--- src/rtl/fifo_rd_arbiter_pkg.sv ---
// afifo_pkg: shared pointer type and gray/binary conversion helpers for the async FIFO.
//  Helpers work on a 32-bit container; callers zero-extend their pointer and truncate the result,
//  which is exact because leading zeros do not disturb either conversion.
package afifo_pkg;
    localparam int DEF_ADDRSIZE = 9;
    localparam int CW = 32;
    typedef logic [DEF_ADDRSIZE:0] ptr_t;
    function automatic logic [CW-1:0] bin2gray(input logic [CW-1:0] b);
        return b ^ (b >> 1);
    endfunction
    // Each binary bit is the XOR of its gray bit and every gray bit above it.
    function automatic logic [CW-1:0] gray2bin(input logic [CW-1:0] g);
        logic [CW-1:0] b;
        b = g;
        for (int i = 1; i < CW; i++) b = b ^ (g >> i);
        return b;
    endfunction
endpackage

--- src/rtl/fifo_rd_arbiter_if.sv ---
// fifo_rd_arbiter_if: consumer-side bus of the FIFO read arbiter.
//  req        per-consumer read request
//  gnt        one-hot grant, valid together with dout_valid
//  dout       popped word
//  dout_valid dout/dout_id/gnt valid this cycle
//  dout_id    index of the consumer owning dout
//  master: consumer side, slave: arbiter side.
interface fifo_rd_arbiter_if #(
    parameter int DATASIZE = 8,
    parameter int NREQ     = 4
);
    localparam int IDW = $clog2(NREQ);
    logic [NREQ-1:0]     req;
    logic [NREQ-1:0]     gnt;
    logic [DATASIZE-1:0] dout;
    logic                dout_valid;
    logic [IDW-1:0]      dout_id;
    modport master (output req, input gnt, dout, dout_valid, dout_id);
    modport slave  (input req, output gnt, dout, dout_valid, dout_id);
endinterface

--- src/rtl/fifo_rd_arbiter_rr.sv ---
// rr_arbiter: round-robin selection of one requester per cycle; owns the priority pointer.
//  rclk/r_rst_n  clock, synchronous active-low reset
//  req           per-consumer requests
//  en            arbitration enabled (FIFO not empty)
//  winner        combinational index of the selected requester
//  valid         a requester is selected and a pop happens this cycle
module rr_arbiter #(
    parameter int NREQ = 4
) (
    input  logic                    rclk,
    input  logic                    r_rst_n,
    input  logic [NREQ-1:0]         req,
    input  logic                    en,
    output logic [$clog2(NREQ)-1:0] winner,
    output logic                    valid
);
    localparam int IW = $clog2(NREQ);
    logic [IW-1:0] ptr;
    logic [IW:0]   k;
    assign valid = en & |req;
    // Scan from the farthest candidate back to ptr so the nearest requester is the last assignment.
    always_comb begin
        winner = ptr;
        k = '0;
        for (int i = NREQ - 1; i >= 0; i--) begin
            k = {1'b0, ptr} + (IW + 1)'(i);
            k = (k >= (IW + 1)'(NREQ)) ? k - (IW + 1)'(NREQ) : k;
            winner = req[k[IW-1:0]] ? k[IW-1:0] : winner;
        end
    end
    always_ff @(posedge rclk) begin
        if (!r_rst_n) ptr <= '0;
        else if (valid) ptr <= (winner == IW'(NREQ - 1)) ? '0 : winner + 1'b1;
    end
endmodule

--- src/rtl/fifo_rd_arbiter.sv ---
// fifo_rd_arbiter: read-side controller of the async FIFO, shares the read port among NREQ consumers.
//  rclk/r_rst_n  read clock, synchronous active-low reset
//  wptr_sync     synchronised gray write pointer
//  rdata_mem     RAM read data (combinational from raddr)
//  raddr         RAM read address
//  rinc          pop strobe
//  rptr          registered gray read pointer, to the r2w synchronizer
//  rempty        registered empty flag
//  rlevel        registered occupancy
//  cons          consumer bus (req in; gnt/dout/dout_valid/dout_id out, one cycle after the pop)
module fifo_rd_arbiter
    import afifo_pkg::*;
#(
    parameter int ADDRSIZE = 9,
    parameter int DATASIZE = 8,
    parameter int NREQ     = 4
) (
    input  logic                rclk,
    input  logic                r_rst_n,
    input  logic [ADDRSIZE:0]   wptr_sync,
    input  logic [DATASIZE-1:0] rdata_mem,
    output logic [ADDRSIZE-1:0] raddr,
    output logic                rinc,
    output logic [ADDRSIZE:0]   rptr,
    output logic                rempty,
    output logic [ADDRSIZE:0]   rlevel,
    fifo_rd_arbiter_if.slave    cons
);
    localparam int PW  = ADDRSIZE + 1;
    localparam int IDW = $clog2(NREQ);
    logic [ADDRSIZE:0] rbin, rbin_next, rgray_next;
    logic [IDW-1:0]    winner;
    rr_arbiter #(.NREQ(NREQ)) u_arb (
        .rclk    (rclk),
        .r_rst_n (r_rst_n),
        .req     (cons.req),
        .en      (!rempty),
        .winner  (winner),
        .valid   (rinc)
    );
    assign raddr      = rbin[ADDRSIZE-1:0];
    assign rbin_next  = rbin + PW'(rinc);
    assign rgray_next = PW'(bin2gray(CW'(rbin_next)));
    // Empty compares against the post-pop pointer so a same-cycle pop and write are both counted.
    always_ff @(posedge rclk) begin
        if (!r_rst_n) begin
            rbin            <= '0;
            rptr            <= '0;
            rempty          <= 1'b1;
            rlevel          <= '0;
            cons.gnt        <= '0;
            cons.dout       <= '0;
            cons.dout_valid <= 1'b0;
            cons.dout_id    <= '0;
        end else begin
            rbin            <= rbin_next;
            rptr            <= rgray_next;
            rempty          <= rgray_next == wptr_sync;
            rlevel          <= PW'(gray2bin(CW'(wptr_sync))) - rbin_next;
            cons.gnt        <= rinc ? NREQ'(1) << winner : '0;
            cons.dout       <= rinc ? rdata_mem : cons.dout;
            cons.dout_valid <= rinc;
            cons.dout_id    <= rinc ? winner : cons.dout_id;
        end
    end
endmodule

--- src/flat_wrapper.sv ---
// flat-port wrapper written by rule: the top's interface ports become plain ports
module fifo_rd_arbiter_flat import afifo_pkg::*;
#(
    parameter int ADDRSIZE = 9,
    parameter int DATASIZE = 8,
    parameter int NREQ     = 4
)
  (rclk, r_rst_n, wptr_sync, rdata_mem, raddr, rinc, rptr, rempty, rlevel, cons_req, cons_gnt, cons_dout, cons_dout_valid, cons_dout_id);
  fifo_rd_arbiter_if #(.DATASIZE(DATASIZE), .NREQ(NREQ)) cons_i ();
  input  logic rclk;
  input  logic r_rst_n;
  input  logic [ADDRSIZE:0] wptr_sync;
  input  logic [DATASIZE-1:0] rdata_mem;
  output logic [ADDRSIZE-1:0] raddr;
  output logic rinc;
  output logic [ADDRSIZE:0] rptr;
  output logic rempty;
  output logic [ADDRSIZE:0] rlevel;
  input wire logic [$bits(cons_i.req)-1:0] cons_req;
  output wire logic [$bits(cons_i.gnt)-1:0] cons_gnt;
  output wire logic [$bits(cons_i.dout)-1:0] cons_dout;
  output wire logic [$bits(cons_i.dout_valid)-1:0] cons_dout_valid;
  output wire logic [$bits(cons_i.dout_id)-1:0] cons_dout_id;
  assign cons_i.req = cons_req;
  assign cons_gnt = cons_i.gnt;
  assign cons_dout = cons_i.dout;
  assign cons_dout_valid = cons_i.dout_valid;
  assign cons_dout_id = cons_i.dout_id;
  fifo_rd_arbiter #(.ADDRSIZE(ADDRSIZE), .DATASIZE(DATASIZE), .NREQ(NREQ)) u_core (.rclk(rclk), .r_rst_n(r_rst_n), .wptr_sync(wptr_sync), .rdata_mem(rdata_mem), .raddr(raddr), .rinc(rinc), .rptr(rptr), .rempty(rempty), .rlevel(rlevel), .cons(cons_i));
endmodule
--- config.mk ---
export PLATFORM = sky130hd
export DESIGN_NAME = fifo_rd_arbiter_flat
export DESIGN_NICKNAME = d
export VERILOG_FILES = /design/src/rtl/fifo_rd_arbiter_pkg.sv /design/src/rtl/fifo_rd_arbiter_if.sv /design/src/rtl/fifo_rd_arbiter_rr.sv /design/src/rtl/fifo_rd_arbiter.sv /design/src/flat_wrapper.sv
export SDC_FILE = /design/constraint.sdc
export NUM_CORES = 1
export LEC_CHECK = 0
export ABC_AREA = 1
export CELL_PAD_IN_SITES_DETAIL_PLACEMENT = 1
export CELL_PAD_IN_SITES_GLOBAL_PLACEMENT = 2
export CORE_UTILIZATION = 23
export CTS_CLUSTER_DIAMETER = 150
export DETAILED_ROUTE_END_ITERATION = 6
export GPL_ROUTABILITY_DRIVEN = 0
export PLACE_DENSITY = 0.82
export SETUP_SLACK_MARGIN = 0.15
export SLEW_MARGIN = 20
export SYNTH_ARGS = -nofsm -noshare
export SYNTH_HDL_FRONTEND = slang
export SYNTH_SLANG_ARGS = --single-unit
--- constraint.sdc ---
create_clock -name rclk -period 3.4 [get_ports rclk]
set_input_delay 0.68 -clock rclk [delete_from_list [all_inputs] [get_ports rclk]]
set_output_delay 0.68 -clock rclk [all_outputs]
set_load 0.02 [all_outputs]
==> results.json, run 1 <==
{
  "outcome": "complete, no violations",
  "overflow": 0,
  "period_needed_ns": 3.09,
  "path_cells": "clkdlybuf4s50_1 -> inv_2 -> nand3_2 -> nand2_2 -> inv_2 -> ha_4 -> buf_4 -> nand2_1 -> nor2_1 -> buf_4 -> inv_1 -> nand2_2 -> ha_4 -> inv_2 -> o31ai_4 -> buf_6 -> a21oi_1 -> o21ai_1 -> buf_4 -> a21oi_1",
  "clkTransAtPathRegs_ns": 0.07,
  "cts_buffers": 5,
  "track_usage_pct": 15.2,
  "cts_hold_buf": 0,
  "fin_nets": 562,
  "syn_nets": 432,
  "pwr_density_cell_nw_per_um2": 507,
  "n_antenna_cell": 0,
  "hold_viol": 0,
  "area_growth_pct": 64.1,
  "drtIter0Drc": 46,
  "worstSkewPairLatency_ns": 0.30,
  "vias_per_cell": 4.41,
  "clock_skew_ns": 0.00587,
  "clock-sinks": 47,
  "cp_slowest_cell": "clkdlybuf4s50_1",
  "drcViolationCount": 0,
  "end_kind": "register",
  "leakagePower_nw": 2.00,
  "drtAntennaViolNets": 0,
  "grt_max_degree": 23,
  "finalPower_w": 0.00222,
  "ys_top_cells_by_area": "dfxtp_1 (35%), nand2_1 (16%), nor2_1 (7.6%)",
  "core_area_um2": 11100,
  "worstMarginPinSlew_ns": 0.385,
  "avgSynthCellArea_um2": 6.72,
  "antenna_found_initial": 0,
  "wl_per_cell_um": 13.4,
  "route.met3.wl_um": 312,
  "top_layer": "met4",
  "final_common_cell": "nand2_1",
  "drt_first_pass_iters": 4,
  "regArea_um2": 941,
  "cp-start-kind": "input port",
  "fmax_mhz": 324,
  "setup_viol": 0,
  "syn_inst": 396,
  "slew_violations": 0,
  "multi_input_area_um2": 1720,
  "synth_cell_type_count": 26,
  "fin_setup_tns_ns": 0,
  "num_vias": 2944,
  "grt_setup_unrepaired": "false",
  "maxSlewHeadroom_pct": 74.1,
  "period_share_pct": 90.9,
  "max_stage_delay_ns": 0.41,
  "start_util_pct": 24.0,
  "cts_buffer_depth": 2,
  "yosys_warnings": 0,
  "crit_fanout": 5,
  "rows": 38,
  "path_class": "in2reg",
  "grt_first_pass_wirelength_mm": 14.1,
  "hp-class": "reg2reg",
  "yosysTopAreaCell": "dfxtp_1",
  "yosysTopAreaCellShare_pct": 35.3,
  "fillers": 1367,
  "cp_data_required_time_ns": 3.59,
  "htree_levels": 2,
  "cts_tree": "yes",
  "io_buffers": 69,
  "synthesis.area_um2": 2660,
  "dieWidth_um": 110,
  "final_cell_mix": "nand2_1 (104), clkdlybuf4s50_1 (62), buf_4 (60), nor2_1 (54), dfxtp_1 (47)",
  "dpl.hpwl_mm": 6.88,
  "die_h_um": 110,
  "first_global_vias": 3073,
  "fp.dieArea_um2": 12000,
  "cap_violations": 0,
  "drive_gt1_share_pct": 20.9,
  "met2_wirelength_mm": 4.73,
  "ioPinCount": 70,
  "m1WireLength_mm": 3.80,
  "yosysSeqAreaShare_pct": 35.3,
  "totalWireLength_mm": 8.94,
  "ys_ff_latch": 47,
  "ir_drop_uv": 242,
  "crit_arrival_ns": 3.27,
  "clockRootBuffer": "clkbuf_16"
}
routing by layer:
| layer | vias up | GRT usage, % |
|---|---|---|
| li1 | 1508 | - |
| met1 | 1374 | 17.1 |
| met2 | 54 | 29.1 |
| met3 | 8 | 2.96 |
| met4 | 0 | 3.43 |
| met5 | - | 0 |
path summary, 6_finish.rpt:
path	startpoint	end	slack, ns	depth (start not counted)
setup / recovery	cons_req[1]	u_core.rlevel[6]$_SDFF_PN0_	0.31	20
hold / removal	u_core.cons.dout_id[1]$_SDFFE_PN0N_	u_core.cons.dout_id[1]$_SDFFE_PN0N_	0.48	2
setup reg to reg	u_core.rempty$_SDFF_PN1_	u_core.rlevel[6]$_SDFF_PN0_	0.91	18
hold reg to reg	u_core.cons.dout_id[1]$_SDFFE_PN0N_	u_core.cons.dout_id[1]$_SDFFE_PN0N_	0.48	2
cells by family (layout without fill, tap and decap cells):
kind of cell	count (synthesis)	in the layout	share of synthesized area, %
fa+ha+maj	12	12	5.92
flops	47	47	35.3
compound gates	50	50	9.92
xor+xnor	23	23	9.12
buf+inv	57	188	8.08
simple gates	207	207	31.6
layout make-up:
class	count	share of cell area (%)
clock buffer	5	2.86
clock inverter	3	1.06
inverter	49	4.27
multi-input combinational	292	39.4
sequential	47	21.5
tap	140	4.01
timing repair buffer	131	26.9
registers in the layout (all words and copies together), names as in the netlist:
signal	cells
u_core.rbin	9
u_core.u_arb.ptr	2
u_core.rptr	10
u_core.rempty	1
u_core.cons.dout_valid	1
u_core.cons.dout_id	2
u_core.rlevel	10
u_core.cons.gnt	4
u_core.cons.dout	8
metrics by stage:
step | instance area (um2) | utilization [%] | instances | hold slack [ns] | setup WS (ns)
floorplan | 2680 | - | 396 | 0.544 | 0.163
global placement | 3900 | 35.2 | 649 | 0.464 | -0.310
detailed placement | 3900 | 35.2 | 649 | 0.472 | -0.357
CTS | 4170 | 37.6 | 660 | 0.483 | 0.151
global route | 4370 | 39.4 | 667 | 0.507 | 0.133
finish | 4370 | 39.4 | 667 | 0.475 | 0.311
where the power goes:
| group | switching, W | internal (W) | total (W) | leakage [nW] |
|---|---|---|---|---|
| clock | 0.000229 | 0.000350 | 0.000579 | 0.0804 |
| combinational | 0.000487 | 0.000494 | 0.000981 | 1.54 |
| sequential | 0.0000385 | 0.000617 | 0.000656 | 0.386 |
synthesized netlist by cell type (all sizes together):
master and number:
nor3b 1, buf 1, xor2 11, a21oi 22, nand3b 2, xnor2 12, o21a 1, ha 11
nor2 54, o2111ai 1, o31ai 1, nand2 113, dfxtp 47, or2 2, o21ai 23, inv 49
nor3 1, nand4 4, fa 1, clkbuf 7, o31a 1, a31oi 1, nand3 30
worst max-delay path: cells and delay by family:
| family | cells | cell delay (ns) |
|---|---|---|
| buffers and inverters | 9 | 1.21 |
| AOI/OAI and AO/OA | 4 | 0.51 |
| adders and majority gates | 2 | 0.47 |
| and+or+nand+nor | 5 | 0.39 |
timing repair:
action / 4_1_cts / 5_1_grt
endpoints found under the setup margin: 5 / 6
buffers inserted: 3 / 7
gates resized for setup: 19 / 35
pin swaps: 6 / 17
No activity file was read; power rests on OpenSTA's default activity.
==> run 2, diff against run 1 <==
CORE_UTILIZATION = 25   (was 23)
PLACE_DENSITY = 0.84   (was 0.82)
clock period = 3.54 ns   (was 3.4 ns; I/O delays follow)
==> results.json, run 2 (same netlist as run 1, synthesis figures left out) <==
{
  "end_kind": "register",
  "power_switching_w": 0.000682,
  "fin_nets": 555,
  "power_frac_seq_pct": 32.8,
  "fp.dieArea_um2": 11100,
  "overflow": 0,
  "dpl.hpwl_mm": 6.91,
  "clock_skew_ns": 0.0110,
  "outcome": "complete, no violations",
  "leakagePower_nw": 1.90,
  "drtIter0Drc": 50,
  "grt_first_pass_wirelength_mm": 14.2,
  "io_buffers": 69,
  "grt.busiest_layer": "met2",
  "ioPinCount": 70,
  "drt_first_pass_iters": 4,
  "rrSetupSlack_ns": 0.95,
  "maxSlewHeadroom_pct": 46.4,
  "period_share_pct": 92.0,
  "grt_setup_unrepaired": "false",
  "fin_setup_tns_ns": 0,
  "start_util_pct": 25.8,
  "hold_viol": 0,
  "pwr_density_cell_nw_per_um2": 459,
  "drtAntennaViolNets": 0,
  "track_usage_pct": 16.0,
  "cap_violations": 0,
  "fmax_mhz": 307,
  "largest_registers": "u_core.rlevel (10), u_core.rptr (10), u_core.rbin (9)",
  "max_stage_delay_ns": 0.48,
  "crit_buf_inv": 4,
  "first_global_vias": 3002,
  "n_antenna_cell": 0,
  "drcViolationCount": 0,
  "worstMarginPinSlew_ns": 0.803,
  "setup_viol": 0,
  "grt_max_degree": 24,
  "htree_levels": 2,
  "drive_gt1_share_pct": 16.7,
  "post-route-util_pct": 40.4,
  "die_h_um": 105,
  "final_common_cell": "nand2_1",
  "totalWireLength_mm": 8.68,
  "internal-power_w": 0.00123,
  "rows": 37,
  "place_ws_ns": -0.292,
  "ir_drop_uv": 165,
  "period_needed_ns": 3.26,
  "clockRootBuffer": "clkbuf_8",
  "cp_slowest_cell": "clkdlybuf4s50_1",
  "crit_fanout": 4,
  "cts_tree": "yes",
  "path_class": "in2reg",
  "cts_buffer_depth": 2,
  "clkPwrFrac_pct": 22.0,
  "slew_violations": 0,
  "worstSkewPairLatency_ns": 0.31,
  "cts_buffers": 5,
  "num_vias": 2934,
  "finalPower_w": 0.00191,
  "crit_arrival_ns": 3.48,
  "core_area_um2": 10300,
  "grtUsageMet1_pct": 18.9,
  "cp_data_required_time_ns": 3.77,
  "wl_per_cell_um": 13.2,
  "clock-sinks": 47,
  "path_cells": "clkdlybuf4s50_1 -> inv_1 -> nand3_1 -> nand2_2 -> inv_2 -> ha_4 -> ha_2 -> nand3_4 -> buf_4 -> o21ai_0 -> nand2_1 -> ha_4 -> a21oi_1 -> o2111ai_1 -> or2_2 -> a21oi_1",
  "area_growth_pct": 56.5,
  "antenna_found_initial": 0,
  "switching_share_pct": 35.7,
  "hold_ws_ns": 0.481,
  "cts_hold_buf": 0,
  "vias_per_cell": 4.47,
  "cp-start-kind": "input port",
  "final_cell_mix": "nand2_1 (110), clkdlybuf4s50_1 (67), buf_4 (55), nor2_1 (54)",
  "layout_setup_ws_ns": 0.285,
  "combPwrFrac_pct": 45.2,
  "dieWidth_um": 105,
  "cp_top_family": "buffers and inverters",
  "gr-usage-met2_pct": 29.8,
  "clkTransAtPathRegs_ns": 0.09,
  "met3_usage_pct": 2.68,
  "hp-class": "reg2reg"
}
run 2: final timing paths:
check,from,cells after the start,endpoint
hold / removal,u_core.cons.dout_id[1]$_SDFFE_PN0N_,2,u_core.cons.dout_id[1]$_SDFFE_PN0N_
setup / recovery,cons_req[0],16,u_core.rlevel[9]$_SDFF_PN0_
hold reg to reg,u_core.cons.dout_id[1]$_SDFFE_PN0N_,2,u_core.cons.dout_id[1]$_SDFFE_PN0N_
setup reg to reg,u_core.rempty$_SDFF_PN1_,14,u_core.rlevel[9]$_SDFF_PN0_
run 2: power by group through the flow:
| stage | clock network, W | registers, W | logic, W |
|---|---|---|---|
| finish | 0.000420 | 0.000627 | 0.000865 |
| global route | 0.000456 | 0.000637 | 0.000960 |
| CTS | 0.000438 | 0.000628 | 0.000818 |
| detailed placement | 0 | 0.000641 | 0.000801 |
| global placement | 0 | 0.000637 | 0.000777 |
| floorplan | 0 | 0.000699 | 0.000370 |
run 2: area by class of cell:
cell class,instances,area (um2)
clock inverter,3,46.3
fill,1298,6160
tap,136,170
inverter,49,186
clock buffer,5,68.8
sequential,47,941
multi-input combinational,292,1650
timing repair buffer,124,1100
run 2: metal layers:
layer	wire (um)	up-vias	share of wire [%]
li1	-	1490	-
met1	3830	1373	44
met2	4520	60	52
met3	240	11	2.8
met4	92	0	1.1
met5	0	-	0
run 2: worst min-delay path, cell delays in order (launching register included):
cell,delay (ns)
dfxtp_1,0.33
nand3_1,0.08
nand2_1,0.05
run 2: timing repair:
item	CTS	global route
endpoints found under the setup margin	5	7
setup buffers	3	2
gates resized for setup	6	22
gates cloned	0	0
pin swaps	3	4
run 2: metrics by stage:
step           cells  area (um2)
6_report         656        4170
5_1_grt          656        4170
4_1_cts          654        4020
3_5_place_dp     643        3870
3_3_place_gp     643        3870
2_1_floorplan    396        2660
==> run 3, diff against run 2 <==
RECOVER_POWER = 100   (was default)
==> results.json, run 3 (same netlist as run 1, synthesis figures left out) <==
{
  "outcome": "complete, no violations",
  "grt_setup_unrepaired": "false",
  "ioPinCount": 70,
  "core_area_um2": 10300,
  "dpl.hpwl_mm": 6.91,
  "start_util_pct": 25.8,
  "num_vias": 2943,
  "clockRootBuffer": "clkbuf_8",
  "cts_buffers": 5,
  "clock-sinks": 47,
  "hp-class": "reg2reg",
  "drtAntennaViolNets": 0,
  "post-route-util_pct": 40.0,
  "cts_buffer_depth": 2,
  "clock_skew_ns": 0.0117,
  "track_usage_pct": 16.0,
  "fp.dieArea_um2": 11100,
  "cp_slowest_cell": "clkdlybuf4s50_1",
  "end_kind": "register",
  "hold_viol": 0,
  "internal-power_w": 0.00121,
  "clkPwrFrac_pct": 22.3,
  "rrSetupSlack_ns": 0.92,
  "antenna_found_initial": 0,
  "overflow": 0,
  "cp_data_required_time_ns": 3.77,
  "first_global_vias": 3002,
  "cts_tree": "yes",
  "period_needed_ns": 3.30,
  "combPwrFrac_pct": 44.6,
  "fin_nets": 555,
  "setup_viol": 0,
  "ir_drop_uv": 163,
  "pwr_density_cell_nw_per_um2": 456,
  "maxSlewHeadroom_pct": 46.4,
  "worstSkewPairLatency_ns": 0.31,
  "fillers": 1306,
  "multi_input_area_um2": 1640,
  "wl_per_cell_um": 13.2,
  "crit_fanout": 4,
  "io_buffers": 69,
  "path_class": "in2reg",
  "htree_levels": 2,
  "slew_violations": 0,
  "power_frac_seq_pct": 33.1,
  "largest_registers": "u_core.rlevel (10), u_core.rptr (10), u_core.rbin (9)",
  "area_growth_pct": 55.3,
  "power_switching_w": 0.000679,
  "place_area_um2": 3870,
  "final_cell_mix": "nand2_1 (111), nor2_1 (54), inv_1 (48), buf_4 (48), dfxtp_1 (47)",
  "period_share_pct": 93.3,
  "final_common_cell": "nand2_1",
  "crit_arrival_ns": 3.53,
  "regArea_um2": 941,
  "totalWireLength_mm": 8.67,
  "vias_per_cell": 4.49,
  "switching_share_pct": 36.0,
  "max_stage_delay_ns": 0.48,
  "worstMarginPinSlew_ns": 0.803,
  "fmax_mhz": 303,
  "leakagePower_nw": 2.00,
  "die_h_um": 105,
  "drt_first_pass_iters": 4,
  "path_cells": "clkdlybuf4s50_1 -> inv_1 -> nand3_1 -> nand2_1 -> inv_1 -> ha_4 -> ha_2 -> nand3_4 -> buf_4 -> o21ai_0 -> nand2_1 -> ha_4 -> a21oi_1 -> o2111ai_1 -> or2_2 -> a21oi_1",
  "grt_first_pass_wirelength_mm": 14.2,
  "dieWidth_um": 105,
  "fin_area_um2": 4130,
  "drive_gt1_share_pct": 15.0,
  "clkTransAtPathRegs_ns": 0.09,
  "drtIter0Drc": 45,
  "cap_violations": 0,
  "grt_max_degree": 24,
  "drcViolationCount": 0,
  "n_antenna_cell": 0,
  "cp-start-kind": "input port",
  "rows": 37
}
run 3: cell count changes in the layout (fill, tap and decap cells not counted), sizes merged:
cell | before | now
buf | 55 | 48
clkdlybuf4s50 | 67 | 21
clkbuf | 5 | 12
dlygate4sd3 | 0 | 46
run 3: power by group through the flow:
| stage | clock network, W | logic [W] | registers [W] |
|---|---|---|---|
| after global placement | 0 | 0.000777 | 0.000637 |
| after CTS | 0.000438 | 0.000818 | 0.000628 |
| after global routing | 0.000456 | 0.000935 | 0.000634 |
| after detailed placement | 0 | 0.000801 | 0.000641 |
| after floorplan | 0 | 0.000370 | 0.000699 |
| final | 0.000421 | 0.000840 | 0.000624 |
run 3: area by class of cell:
| type | count | area share (%) |
|---|---|---|
| multi-input cells | 292 | 39.6 |
| repair buffers | 124 | 26.2 |
| flip-flops and latches | 47 | 22.8 |
| inverters | 49 | 4.51 |
| well taps | 136 | 4.12 |
| clock buffers | 5 | 1.66 |
| clock inverters | 3 | 1.12 |
run 3: worst paths after layout:
| path | startpoint | to | depth (start not counted) |
|---|---|---|---|
| hold / removal | u_core.cons.dout_id[1]$_SDFFE_PN0N_ | u_core.cons.dout_id[1]$_SDFFE_PN0N_ | 2 |
| setup reg to reg | u_core.rempty$_SDFF_PN1_ | u_core.rlevel[9]$_SDFF_PN0_ | 14 |
| hold reg to reg | u_core.cons.dout_id[1]$_SDFFE_PN0N_ | u_core.cons.dout_id[1]$_SDFFE_PN0N_ | 2 |
| setup / recovery | cons_req[0] | u_core.rlevel[9]$_SDFF_PN0_ | 16 |
run 3: what timing repair did:
action                                  4_1_cts  5_1_grt
hold buffers                                  0        0
gates cloned                                  0        0
buffers inserted                              3        2
resized for setup                             6       22
endpoints found under the setup margin        5        7
pin swaps                                     3        4
run 3: critical path, delay by kind of cell:
kind	cells	cell delay, ns
buffers and inverters	4	0.82
and+or+nand+nor	5	0.75
adders and majority gates	3	0.62
AOI/OAI and AO/OA	4	0.62
run 3: stage by stage:
| step | std cells | worst slack (ns) | hold slack [ns] | setup TNS (ns) | total power (W) |
|---|---|---|---|---|---|
| 2_1_floorplan | 396 | 0.175 | 0.544 | 0 | 0.00107 |
| 3_3_place_gp | 643 | -0.154 | 0.459 | -0.540 | 0.00141 |
| 3_5_place_dp | 643 | -0.292 | 0.469 | -1.24 | 0.00144 |
| 4_1_cts | 654 | 0.130 | 0.484 | 0 | 0.00188 |
| 5_1_grt | 656 | 0.0365 | 0.505 | 0 | 0.00202 |
| 6_report | 656 | 0.238 | 0.478 | 0 | 0.00189 |
run 3: per-layer routing:
layer	part of all wire [%]	track usage [%]	vias to the layer above	routed length, um
li1	-	-	1491	-
met2	52	29.8	63	4510
met5	0	0	-	0
met1	44	18.9	1378	3800
met4	1.1	3.62	0	92
met3	3.0	2.68	11	262
